<file path="config.mk">
export PLATFORM = sky130hd
export DESIGN_NAME = descramble
export DESIGN_NICKNAME = d
export VERILOG_FILES = /design/src/rtl/descramble_pkg.sv /design/src/rtl/descramble.sv
export SDC_FILE = /design/constraint.sdc
export NUM_CORES = 1
export LEC_CHECK = 0
export ABC_AREA = 1
export CAP_MARGIN = 20
export CORE_ASPECT_RATIO = 2
export CORE_UTILIZATION = 50
export DETAILED_ROUTE_END_ITERATION = 12
export PLACE_DENSITY = 0.67
export REMOVE_ABC_BUFFERS = 1
export SLEW_MARGIN = 10
export SYNTH_ARGS = -nofsm -noshare
export SYNTH_HDL_FRONTEND = slang
export SYNTH_SLANG_ARGS = --single-unit
</file>
<file path="constraint.sdc">
create_clock -name clk -period 4.3 [get_ports clk]
set_clock_uncertainty 0.1 [all_clocks]
set_input_delay 0.43 -clock clk [delete_from_list [all_inputs] [get_ports clk]]
set_output_delay 0.43 -clock clk [all_outputs]
set_load 0.1 [all_outputs]
</file>
<file path="src/rtl/descramble_pkg.sv">
// Shared constants for the 100BASE-X x^11 + x^9 + 1 stream cipher, common to
// the transmit scrambler and the receive descrambler.
package descramble_pkg;

  localparam int LFSR_W = 11;
  localparam int TAP_A  = 8;
  localparam int TAP_B  = 10;
  localparam logic [LFSR_W-1:0] LFSR_SEED = 11'h7ff;

  typedef enum logic [1:0] {
    ST_HUNT   = 2'd0,
    ST_CHECK  = 2'd1,
    ST_LOCKED = 2'd2
  } state_t;

  // Next keystream bit for a given register contents.
  function automatic logic lfsr_key(input logic [LFSR_W-1:0] lfsr);
    return lfsr[TAP_A] ^ lfsr[TAP_B];
  endfunction

endpackage

</file>
<file path="src/rtl/descramble.sv">
// Receive-side descrambler: self-synchronises on idle (plaintext ones),
// verifies the keystream before declaring lock, and drops lock on idle loss.
module descramble
  import descramble_pkg::*;
#(
  parameter int LOCK_BITS = 30,
  parameter int TIMEOUT   = 90250,
  parameter int IDLE_RUN  = 29
) (
  input  logic       clk,
  input  logic       rst,
  input  logic       i_signal_status,
  input  logic       i_scrambled,
  input  logic       i_scrambled_valid,
  output logic       o_descrambled,
  output logic       o_descrambled_valid,
  output logic       o_locked,
  output logic [1:0] o_state
);

  // Stream is valid-only (no back-pressure): a bit is consumed on every edge
  // where i_scrambled_valid is high; o_descrambled is qualified one edge later
  // by o_descrambled_valid and is meaningful as plaintext only while o_locked.

  localparam int FILL_W  = $clog2(LFSR_W + 1);
  localparam int MATCH_W = $clog2(LOCK_BITS + 1);
  localparam int TIMER_W = $clog2(TIMEOUT + 1);
  localparam int RUN_W   = $clog2(IDLE_RUN + 1);

  localparam logic [FILL_W-1:0]  FILL_MAX  = FILL_W'(LFSR_W);
  localparam logic [MATCH_W-1:0] MATCH_MAX = MATCH_W'(LOCK_BITS);
  localparam logic [TIMER_W-1:0] TIMER_MAX = TIMER_W'(TIMEOUT);
  localparam logic [RUN_W-1:0]   RUN_MAX   = RUN_W'(IDLE_RUN);

  state_t              r_state;
  logic [LFSR_W-1:0]   r_lfsr;
  logic [FILL_W-1:0]   r_fill_cnt;
  logic [MATCH_W-1:0]  r_match_cnt;
  logic [TIMER_W-1:0]  r_timer;
  logic [RUN_W-1:0]    r_run_cnt;
  logic                r_descrambled;
  logic                r_descrambled_valid;
  logic                r_locked;

  logic                w_key;
  logic                w_plain;
  logic [LFSR_W-1:0]   w_lfsr_seed;
  logic [LFSR_W-1:0]   w_lfsr_free;
  logic [FILL_W-1:0]   w_fill_inc;
  logic [MATCH_W-1:0]  w_match_inc;
  logic [TIMER_W-1:0]  w_timer_inc;
  logic [RUN_W-1:0]    w_run_inc;
  logic                w_idle_hit;

  always_comb begin
    w_key       = lfsr_key(r_lfsr);
    w_plain     = i_scrambled ^ w_key;
    // While hunting, assume idle so the cipher bit inverted is the key bit.
    w_lfsr_seed = {r_lfsr[LFSR_W-2:0], ~i_scrambled};
    w_lfsr_free = {r_lfsr[LFSR_W-2:0], w_key};
    w_fill_inc  = (r_fill_cnt  == FILL_MAX)  ? r_fill_cnt  : r_fill_cnt  + 1'b1;
    w_match_inc = (r_match_cnt == MATCH_MAX) ? r_match_cnt : r_match_cnt + 1'b1;
    w_timer_inc = (r_timer     == TIMER_MAX) ? r_timer     : r_timer     + 1'b1;
    w_run_inc   = (r_run_cnt   == RUN_MAX)   ? r_run_cnt   : r_run_cnt   + 1'b1;
    w_idle_hit  = w_plain && (w_run_inc == RUN_MAX);
  end

  always_ff @(posedge clk or posedge rst) begin
    if (rst) begin
      r_state             <= ST_HUNT;
      r_lfsr              <= LFSR_SEED;
      r_fill_cnt          <= '0;
      r_match_cnt         <= '0;
      r_timer             <= '0;
      r_run_cnt           <= '0;
      r_descrambled       <= 1'b0;
      r_descrambled_valid <= 1'b0;
      r_locked            <= 1'b0;
    end else begin
      r_descrambled_valid <= i_scrambled_valid;
      if (i_scrambled_valid) begin
        r_descrambled <= w_plain;
      end
      // Signal loss overrides everything but keeps the register contents.
      if (!i_signal_status) begin
        r_state     <= ST_HUNT;
        r_locked    <= 1'b0;
        r_fill_cnt  <= '0;
        r_match_cnt <= '0;
        r_timer     <= '0;
        r_run_cnt   <= '0;
      end else if (i_scrambled_valid) begin
        case (r_state)
          ST_HUNT: begin
            r_lfsr     <= w_lfsr_seed;
            r_fill_cnt <= w_fill_inc;
            if (w_fill_inc == FILL_MAX) begin
              r_state     <= ST_CHECK;
              r_match_cnt <= '0;
            end
          end
          ST_CHECK: begin
            if (w_plain) begin
              r_lfsr      <= w_lfsr_free;
              r_match_cnt <= w_match_inc;
              if (w_match_inc == MATCH_MAX) begin
                r_state   <= ST_LOCKED;
                r_locked  <= 1'b1;
                r_timer   <= '0;
                r_run_cnt <= '0;
              end
            end else begin
              // The failing bit starts the next fill.
              r_state    <= ST_HUNT;
              r_fill_cnt <= FILL_W'(1);
              r_lfsr     <= w_lfsr_seed;
            end
          end
          ST_LOCKED: begin
            r_lfsr    <= w_lfsr_free;
            r_run_cnt <= w_plain ? w_run_inc : '0;
            if (w_idle_hit) begin
              r_timer <= '0;
            end else if (w_timer_inc == TIMER_MAX) begin
              r_state    <= ST_HUNT;
              r_locked   <= 1'b0;
              r_fill_cnt <= '0;
              r_timer    <= '0;
              r_run_cnt  <= '0;
            end else begin
              r_timer <= w_timer_inc;
            end
          end
          default: begin
            r_state  <= ST_HUNT;
            r_locked <= 1'b0;
          end
        endcase
      end
    end
  end

  assign o_descrambled       = r_descrambled;
  assign o_descrambled_valid = r_descrambled_valid;
  assign o_locked            = r_locked;
  assign o_state             = r_state;

endmodule

</file>
-- Word level (Yosys, flattened, before mapping)
Index checks and enable logic that the tools add are counted.
W data, S select, Z words.
- latch bits: 0
- memories kept: 0
- bits in read-only memories: 0
- flip-flop bits (word level): 47
- word-level logic and storage cells: 94
- memory bits (writable): 0
- output and inout bits: 5
- $mul: 0
- eq/ne operators: 22
- reduce and logical (&&, ||, !) cells: 9
- $add $sub $neg: 4
- magnitude comparators: 0
- shift-type cells: 0
- bitwise logic cells: 3
- multiplexer cells: 47
- div/mod/pow operators: 0
- operator list (cell ; number):
    $mux W17 ; 7
    $mux W5 ; 13
    $eq A17 B17 Y1 const B ; 2
    $pmux W17 S2 ; 1
    $pmux W11 S3 ; 1
    $mux W4 ; 6
    $eq A5 B5 Y1 const B ; 4
    $pmux W5 S2 ; 2
    $ne A3 B3 Y1 const B ; 6
    $add A17 B1 Y17 const B ; 1
    $mux W2 ; 7
    $pmux W4 S3 ; 1
    $add A5 B1 Y5 const B ; 2
    $reduce_and A5 Y1 ; 2
    $eq A4 B4 Y1 const B ; 2
    $reduce_and A4 Y1 ; 2
    $mux W1 ; 7
    $ne A3 B1 Y1 const B ; 2
    $pmux W2 S3 ; 1
    $reduce_and A6 Y1 ; 1
    $add A4 B1 Y4 const B ; 1
    $ne A4 B1 Y1 const B ; 1
    $ne A4 B4 Y1 const B ; 1
    $pmux W1 S3 ; 1
    other kinds (10) ; 11

-- Logic depth before layout (Yosys ltp)
Gate-level depths: netlist of the first run.
- depth after elaboration: 8
- gate-level depth with buffers: 16
- mapped depth without buffers: 16

-- Least setup slack after synthesis of the first run
OpenSTA, ideal clock, no wires.
- path type: register to register
- start: register r_state[1] (netlist: o_state[1])
- end: register r_timer[3]
- stages on the path, launching flop included: 10
- data arrival time: 2275 ps
- slack: 1795 ps
- cells stage by stage: dfrtp_1 > inv_1 > ha_1 > nand2_1 > o21ai_0 > nor2_1 > nand2_2 > inv_1 > buf_2 > o22ai_1
- word-level cells in the longest chain between the ends: 4
- elaborated cells between the ends (all ways): 9
- classes of those cells: eq/ne: 5; mux: 3; reduce/logical: 1
- RTL lines (what ; RTL line ; RTL):
    start: declaration ; descramble.sv:35 ; state_t r_state;
    start signal: assignment ; descramble.sv:70 ; r_state <= ST_HUNT;
    start signal: assignment ; descramble.sv:86 ; r_state <= ST_HUNT;
    start signal: assignment ; descramble.sv:98 ; r_state <= ST_CHECK;
    $eq A2 B2 Y1 or $eq A2 B1 Y1 (tied branches) ; descramble.sv:93 ; case (r_state)
    $pmux W17 S2 ; descramble.sv:93 ;
    $mux W17 ; descramble.sv:92 ; end else if (i_scrambled_valid) begin
    $mux W17 ; descramble.sv:85 ; if (!i_signal_status) begin
    end signal: assignment ; descramble.sv:131 ; r_timer <= w_timer_inc;
    end: declaration ; descramble.sv:39 ; logic [TIMER_W-1:0] r_timer;
Several ways; a longest one is shown, not always the timed one. The select of a mux whose other input is x is not followed.
A chain may end at the register's enable or synchronous reset.

-- Final worst setup path of the first run
- start: register r_lfsr[8]
- end: register r_run_cnt[4]
- word-level cells in the longest chain between the ends: 8
- elaborated cells between the ends (all ways): 11
- classes of those cells: eq/ne: 1; mux: 6; bitwise: 2; reduce/logical: 2
- RTL lines (what ; RTL line ; RTL):
    start: declaration ; descramble.sv:36 ; logic [LFSR_W-1:0] r_lfsr;
    start signal: assignment ; descramble.sv:95 ; r_lfsr <= w_lfsr_seed;
    start signal: assignment ; descramble.sv:104 ; r_lfsr <= w_lfsr_free;
    start signal: assignment ; descramble.sv:116 ; r_lfsr <= w_lfsr_seed;
    $xor A1 B1 Y1 (*) ; descramble_pkg.sv:18 ; return lfsr[TAP_A] ^ lfsr[TAP_B];
    $xor A1 B1 Y1 (*) ; descramble.sv:57 ; w_plain = i_scrambled ^ w_key;
    $mux W5 ; descramble.sv:121 ; r_run_cnt <= w_plain ? w_run_inc : '0;
    $mux W5 ; descramble.sv:124 ; end else if (w_timer_inc == TIMER_MAX) begin
    $mux W5 ; descramble.sv:122 ; if (w_idle_hit) begin
    $pmux W5 S2 ; descramble.sv:93 ;
    $mux W5 ; descramble.sv:92 ;
    $mux W5 ; descramble.sv:85 ;
    end signal: assignment ; descramble.sv:121 ;
    end: declaration ; descramble.sv:40 ; logic [RUN_W-1:0] r_run_cnt;
Mark *: on every way between the ends. The rest lies on a longest branch, timed or not. The select of a mux whose other input is x is not followed.

==> run metrics, run 1 <==
mean area per synthesized cell 7.29 µm²; GRT met2 Usage 51.1%; Synth top area share 28.3%; M1 GR Usage 24.6%; cell taking the most area after synthesis dfrtp_1; leakage power figure 1.67 nW; Worst-path clk slew 0.06 ns; Post-synth EDFFs 0; Hold Path End r_lfsr[6]$_DFFE_PP1P_; Mapped Cells 436; initial detailed-routing violation count 121; hold_sp r_lfsr[6]$_DFFE_PP1P_; initial core utilization 52.5%; most frequent cells in the layout 126 x nand2_1, 50 x inv_1, 43 x nor2_1; async set-reset flop share out of synthesis 100%; status finished clean; number of post-CTS setup repair buffers 0; CP Capture Type register; TNS Setup 0 ns; Die Wd 58.4 µm; DRT Wirelength 7.92 mm; H-tree depth 2; design area 0.00351 mm²; Worst R2R Start r_lfsr[8]$_DFFE_PP1P_; grt ovf 0; # DRC 0; sequential element share of the synthesized area 37.4%; Post-Syn Area 0.00318 mm²; unrepaired setup endpoints after global routing false; final net count 468; prevailing post-synth register cell dfrtp_1; routed vias/inst 5.44; Filler cells 575; vias in the first global route 2930; number of synthesized register bits 47; initial antenna violation count 0; clk sinks 47; hold depth 2; Pins Over Slew Limit 0; Slew HR 32.3%; PostCTS Resize Cnt 0; CTS tree done; Final min period 2.80 ns; Yosys warning total 0; Top Usage Layer GRT met2; hpwl dp 5.98 mm; peak supply drop 0.000409 V; largest net degree at the start of global routing 48; Placed Cells 525; # setup viols final 0; R2R cell count 11; cts bufs inserted 5; worst reg2reg path endpoint r_run_cnt[4]$_DFFE_PP0P_; commonest non-fill, non-tap cell in the layout nand2_1; I/O pins 10; CP arrival 2.91 ns; DR pass1 iterations 4; Antenna Cells 0; die area 0.00670 mm²; layout cells sized above 1 11.6%; core area 0.00606 mm²; CTS Hold Bufs 0; Area growth, synth to finish 10.4%; hold crit path type register to register; R2R Setup Slk 1.50 ns; WP data required 4.42 ns; ANT nets after route 0; CP Class register to register; first-pass GRT wire length 13.3 mm; Tot GR Track Use 26.3%; placed cell areas 0.00335 mm²; Final Hold Vio Count 0; clk_lat worst skew 0.30 ns; Port Buf Inserts 9; routed length per instance 14.8 µm; number of placement rows 40; Root Driver clkbuf_16; synth top area cells dfrtp_1 28%, nand2_1 15%, dfstp_2 9.1%, nand3_1 6.3%, inv_1 6.0%; met3 Use GR 3.15%; FMAX 0.357 GHz; cell mode on critical path inv_1; final core occ 58.0%; Cell Pwr Density 429 mW/mm²; fin crit share 65.1%; post-route insts no fill 534; crit-path max cell delay 0.59 ns; Die Y 115 µm; Setup crit start kind register; Synth cell types 39; Placer Congestion 0.911; vias 2906; CP max FO 21; # Max-Cap Violations 0; clock buffer depth 2; Least-Margin Pin Slew 1.01 ns; Max stage delay cell, worst path inv_1; crit-path cells or2_2, nand2_1, inv_1, ha_1, inv_1, o21ai_0, nor2_1, nand2_2, inv_1, nand3_1, o21ai_0
worst max-delay path by stage:
stage | cells past startpoint | slack [ns] | from | to
finish | 11 | 1.50 | r_lfsr[8]$_DFFE_PP1P_ | r_run_cnt[4]$_DFFE_PP0P_
floorplan | 9 | 1.58 | o_state[1]$_DFFE_PP0P_ | r_run_cnt[4]$_DFFE_PP0P_
detailed placement | 10 | 1.32 | i_scrambled | r_run_cnt[4]$_DFFE_PP0P_
global placement | 10 | 1.35 | i_scrambled | r_run_cnt[4]$_DFFE_PP0P_
CTS | 14 | 1.50 | r_timer[1]$_DFFE_PP0P_ | r_fill_cnt[3]$_DFFE_PP0P_
global route | 11 | 1.19 | r_lfsr[8]$_DFFE_PP1P_ | r_run_cnt[4]$_DFFE_PP0P_
synth_stat cells, types with 2 or more instances:
library cell,number
a21oi_1,3
clkbuf_1,2
dfrtp_1,36
dfstp_2,11
ha_1,14
inv_1,51
inv_2,4
nand2_1,126
nand2_2,4
nand2_4,2
nand3_1,40
nand3_2,5
nand4_1,15
nor2_1,43
nor2_2,4
nor2_4,3
nor3_1,5
o21ai_0,16
o21ai_1,12
o22ai_1,7
o31ai_1,2
or2_2,4
xnor2_1,3
xor2_1,9
stage by stage:
step / power (W) / hold slack, ns / setup slack [ns]
6_report: 0.00150 / 0.361 / 1.50
5_1_grt: 0.00159 / 0.390 / 1.19
4_1_cts: 0.00152 / 0.366 / 1.50
3_5_place_dp: 0.00112 / 0.355 / 1.32
3_3_place_gp: 0.00112 / 0.353 / 1.35
2_1_floorplan: 0.000987 / 0.344 / 1.58
sequential cells by signal, indices dropped and copies added (netlist names):
name	count
r_run_cnt	5
o_descrambled_valid	1
o_descrambled	1
r_lfsr	11
r_match_cnt	5
r_timer	17
o_locked	1
o_state	2
r_fill_cnt	4
area by class of cell:
class                      instances  area, µm²  area share (%)
tap                               84        105            2.99
timing repair buffer              11        118            3.35
inverter                          55        206            5.88
multi-input combinational        329       1750            49.9
sequential                        47       1190            33.9
clock inverter                     3       15.0           0.428
clock buffer                       5        125            3.57
per-layer routing:
layer | part of all wire [%] | vias to the layer above
li1 | - | 1437
met5 | 0 | -
met1 | 36 | 1378
met2 | 57 | 63
met3 | 2.3 | 28
met4 | 5.0 | 0
worst max-delay path, delay by kind of cell, from the launching register on:
| family | cells | cell delay (ns) |
|---|---|---|
| flip-flops | 1 | 0.37 |
| AND/OR/NAND/NOR | 5 | 0.79 |
| buffers and inverters | 3 | 0.77 |
| AO/OA/AOI/OAI | 2 | 0.32 |
| adder cells (fa/ha/maj) | 1 | 0.36 |
cells by family after synthesis:
kind of cell	Yosys count	share of synthesized area (%)
AO/OA/AOI/OAI	44	7.68
buffers and inverters	60	7.48
adder cells (fa/ha/maj)	14	5.51
flip-flops	47	37.4
XOR/XNOR	13	3.82
AND/OR/NAND/NOR	258	38.1
power breakdown:
part / switching (W) / total [W] / internal (W) / leakage [nW]
sequential: 0.0000538 / 0.000593 / 0.000539 / 0.609
combinational: 0.000377 / 0.000525 / 0.000148 / 0.987
clock: 0.000174 / 0.000387 / 0.000213 / 0.0733
Power figures use the tool's default switching activity.
==> inputs of run 2 (changes only) <==
--- a/config.mk
+++ b/config.mk
@@ -10,7 +10,7 @@
 export CORE_ASPECT_RATIO = 2
 export CORE_UTILIZATION = 50
 export DETAILED_ROUTE_END_ITERATION = 12
-export PLACE_DENSITY = 0.67
+export PLACE_DENSITY = 0.7
 export REMOVE_ABC_BUFFERS = 1
 export SLEW_MARGIN = 10
 export SYNTH_ARGS = -nofsm -noshare
==> constraint.sdc (replaced) <==
create_clock -name clk -period 2.28 [get_ports clk]
set_clock_uncertainty 0.1 [all_clocks]
set_input_delay 0.228 -clock clk [delete_from_list [all_inputs] [get_ports clk]]
set_output_delay 0.228 -clock clk [all_outputs]
set_load 0.1 [all_outputs]
==> run 2 against run 1 <==
The run now ends with negative setup slack left. Non-clock buffer count is 30 higher. First-iteration DRC count is 61% higher. Cell area is 14% higher. Routed wire length is 8.2% higher. Worst setup slack worse by 1.5 ns. Via count is 5.7% higher. Utilization is 7.9 points higher. Sequential power is 89% higher.
==> run metrics, run 2 (synthesis gave the netlist of run 1 again) <==
Root Driver clkbuf_16; placed cell areas 0.00350 mm² (+4.6%); ANT nets after route 0 (unchanged); core area 0.00606 mm² (unchanged); CTS Hold Bufs 0 (unchanged); Worst-path clk slew 0.06 ns (about the same); Die Wd 58.4 µm (unchanged); vias 3072 (+5.7%); cts bufs inserted 5 (unchanged); initial antenna violation count 0 (unchanged); routed vias/inst 5.44 (about the same); die area 0.00670 mm² (unchanged); biggest regs r_timer x17, r_lfsr x11; # Max-Cap Violations 0 (unchanged); WP data required 2.36 ns (-2.06 ns); Area growth, synth to finish 25.5%; Setup crit start kind register; final core occ 65.9% (+7.9 points); leakage power figure 1.87 nW (+12%); Cell Pwr Density 824 mW/mm² (+92%); max FFs per register 17 (unchanged); FMAX 0.438 GHz (+23%); peak supply drop 0.000774 V (+89%); # DRC 0 (unchanged); DR pass1 iterations 4 (unchanged); vias in the first global route 3063 (+4.5%); layout cells sized above 1 26.4% (+15 points); most frequent cells in the layout 123 x nand2_1, 44 x inv_1, 36 x nor2_1; CP Capture Type register; number of placement rows 40 (unchanged); largest net degree at the start of global routing 48 (unchanged); Least-Margin Pin Slew 0.619 ns (-0.393 ns); worst reg2reg path endpoint o_locked$_DFFE_PP0P_; fin worst setup slack -0.000699 ns (-1.50 ns); design area 0.00399 mm² (+14%); clk sinks 47 (unchanged); clk_lat worst skew 0.30 ns (about the same); hpwl dp 6.24 mm (+4.3%); TNS Setup -0.000699 ns (-0.000699 ns); fin crit share 100% (+35 points); Pins Over Slew Limit 0 (unchanged); Slew HR 58.7% (+26 points); Worst R2R Start r_match_cnt[0]$_DFFE_PP0P_; H-tree depth 2 (unchanged); Final Hold Vio Count 0 (unchanged); # setup viols final 1 (+1); CP arrival 2.36 ns (-0.55 ns); CTS tree done; pre-CTS setup slack -0.0429 ns (-1.36 ns); Tot GR Track Use 27.4% (+1.1 points); DRT Wirelength 8.57 mm (+8.2%); initial detailed-routing violation count 195 (+61%); grt ovf 0 (unchanged); R2R cell count 10 (-1); hold crit path type primary input to async pin; final net count 499 (+6.6%); routed length per instance 15.2 µm (+2.3%); CP max FO 4 (-81%); CP Class register to register; Die Y 115 µm (unchanged); Port Buf Inserts 9 (unchanged); commonest non-fill, non-tap cell in the layout nand2_1; Antenna Cells 0 (unchanged); Placer Congestion 1.05 (+15%); most flop-heavy register r_timer; Final min period 2.28 ns (-0.517 ns); first-pass GRT wire length 13.8 mm (+3.5%); R2R Setup Slk -0.0007 ns (-1.50 ns); unrepaired setup endpoints after global routing true; status finished, violations left; violated checks negative setup slack; initial core utilization 52.5% (unchanged); I/O pins 10 (unchanged); clock buffer depth 2 (unchanged)
run 2: cell count changes in the layout (fill, tap and decap cells not counted), sizes merged:
cell	previous run	this run
buf	2	36
clkdlybuf4s50	9	4
clkbuf	5	8
clkinv	3	0
inv	55	56
nor2	51	52
run 2: cell type report:
type | instances | area [µm²]
Inverter | 55 | 214
Clock buffer | 7 | 175
Timing Repair Buffer | 41 | 358
Tap cell | 84 | 105
Multi-Input combinational cell | 330 | 1940
Sequential cell | 47 | 1190
Clock inverter | 1 | 6.26
Fill cell | 522 | 2070
run 2: critical path: stages (launching register included):
cell	delay (ns)
dfrtp_1	0.45
inv_2	0.08
ha_1	0.14
nand4_1	0.22
xor2_2	0.23
or2_1	0.24
o21ai_2	0.18
nor3b_2	0.28
nand3_1	0.12
nand2_1	0.07
nand2_1	0.06
run 2: repair_timing:
item | 4_1_cts | 5_1_grt
setup endpoints to repair | 3 | 34
gates resized for setup | 3 | 54
gates cloned | 0 | 2
setup buffers | 0 | 8
pin swaps | 0 | 24
run 2: per-layer routing:
metal	GRT usage (%)	vias to the layer above	wire, µm
met1	24.9	1449	2890
met3	4.61	37	338
met4	15.7	0	531
met5	0	-	0
li1	-	1500	-
met2	53.9	86	4810
run 2: worst max path at each step:
stage / start / to / slack [ns] / cells after the start
after detailed placement: i_scrambled / r_run_cnt[4]$_DFFE_PP0P_ / -0.04 / 11
after floorplan: o_state[1]$_DFFE_PP0P_ / r_run_cnt[4]$_DFFE_PP0P_ / -0.44 / 9
after CTS: r_timer[0]$_DFFE_PP0P_ / o_locked$_DFFE_PP0P_ / 0.00008 / 14
after global placement: i_scrambled / r_run_cnt[4]$_DFFE_PP0P_ / 0.04 / 11
final: r_match_cnt[0]$_DFFE_PP0P_ / o_locked$_DFFE_PP0P_ / -0.0007 / 10
after global routing: r_match_cnt[0]$_DFFE_PP0P_ / r_timer[0]$_DFFE_PP0P_ / -0.13 / 10
run 2: per-stage QoR:
step	instances	total power [W]	hold slack [ns]
5_1_grt	565	0.00347	0.356
2_1_floorplan	431	0.00186	0.159
6_report	565	0.00329	0.310
3_3_place_gp	547	0.00217	0.352
3_5_place_dp	547	0.00220	0.356
4_1_cts	555	0.00309	0.329
run 2: power breakdown:
part           switching [W]  internal [W]  total, W
combinational       0.000838      0.000455   0.00129
sequential          0.000104       0.00102   0.00112
clock               0.000332      0.000541  0.000873
total                0.00127       0.00201   0.00329
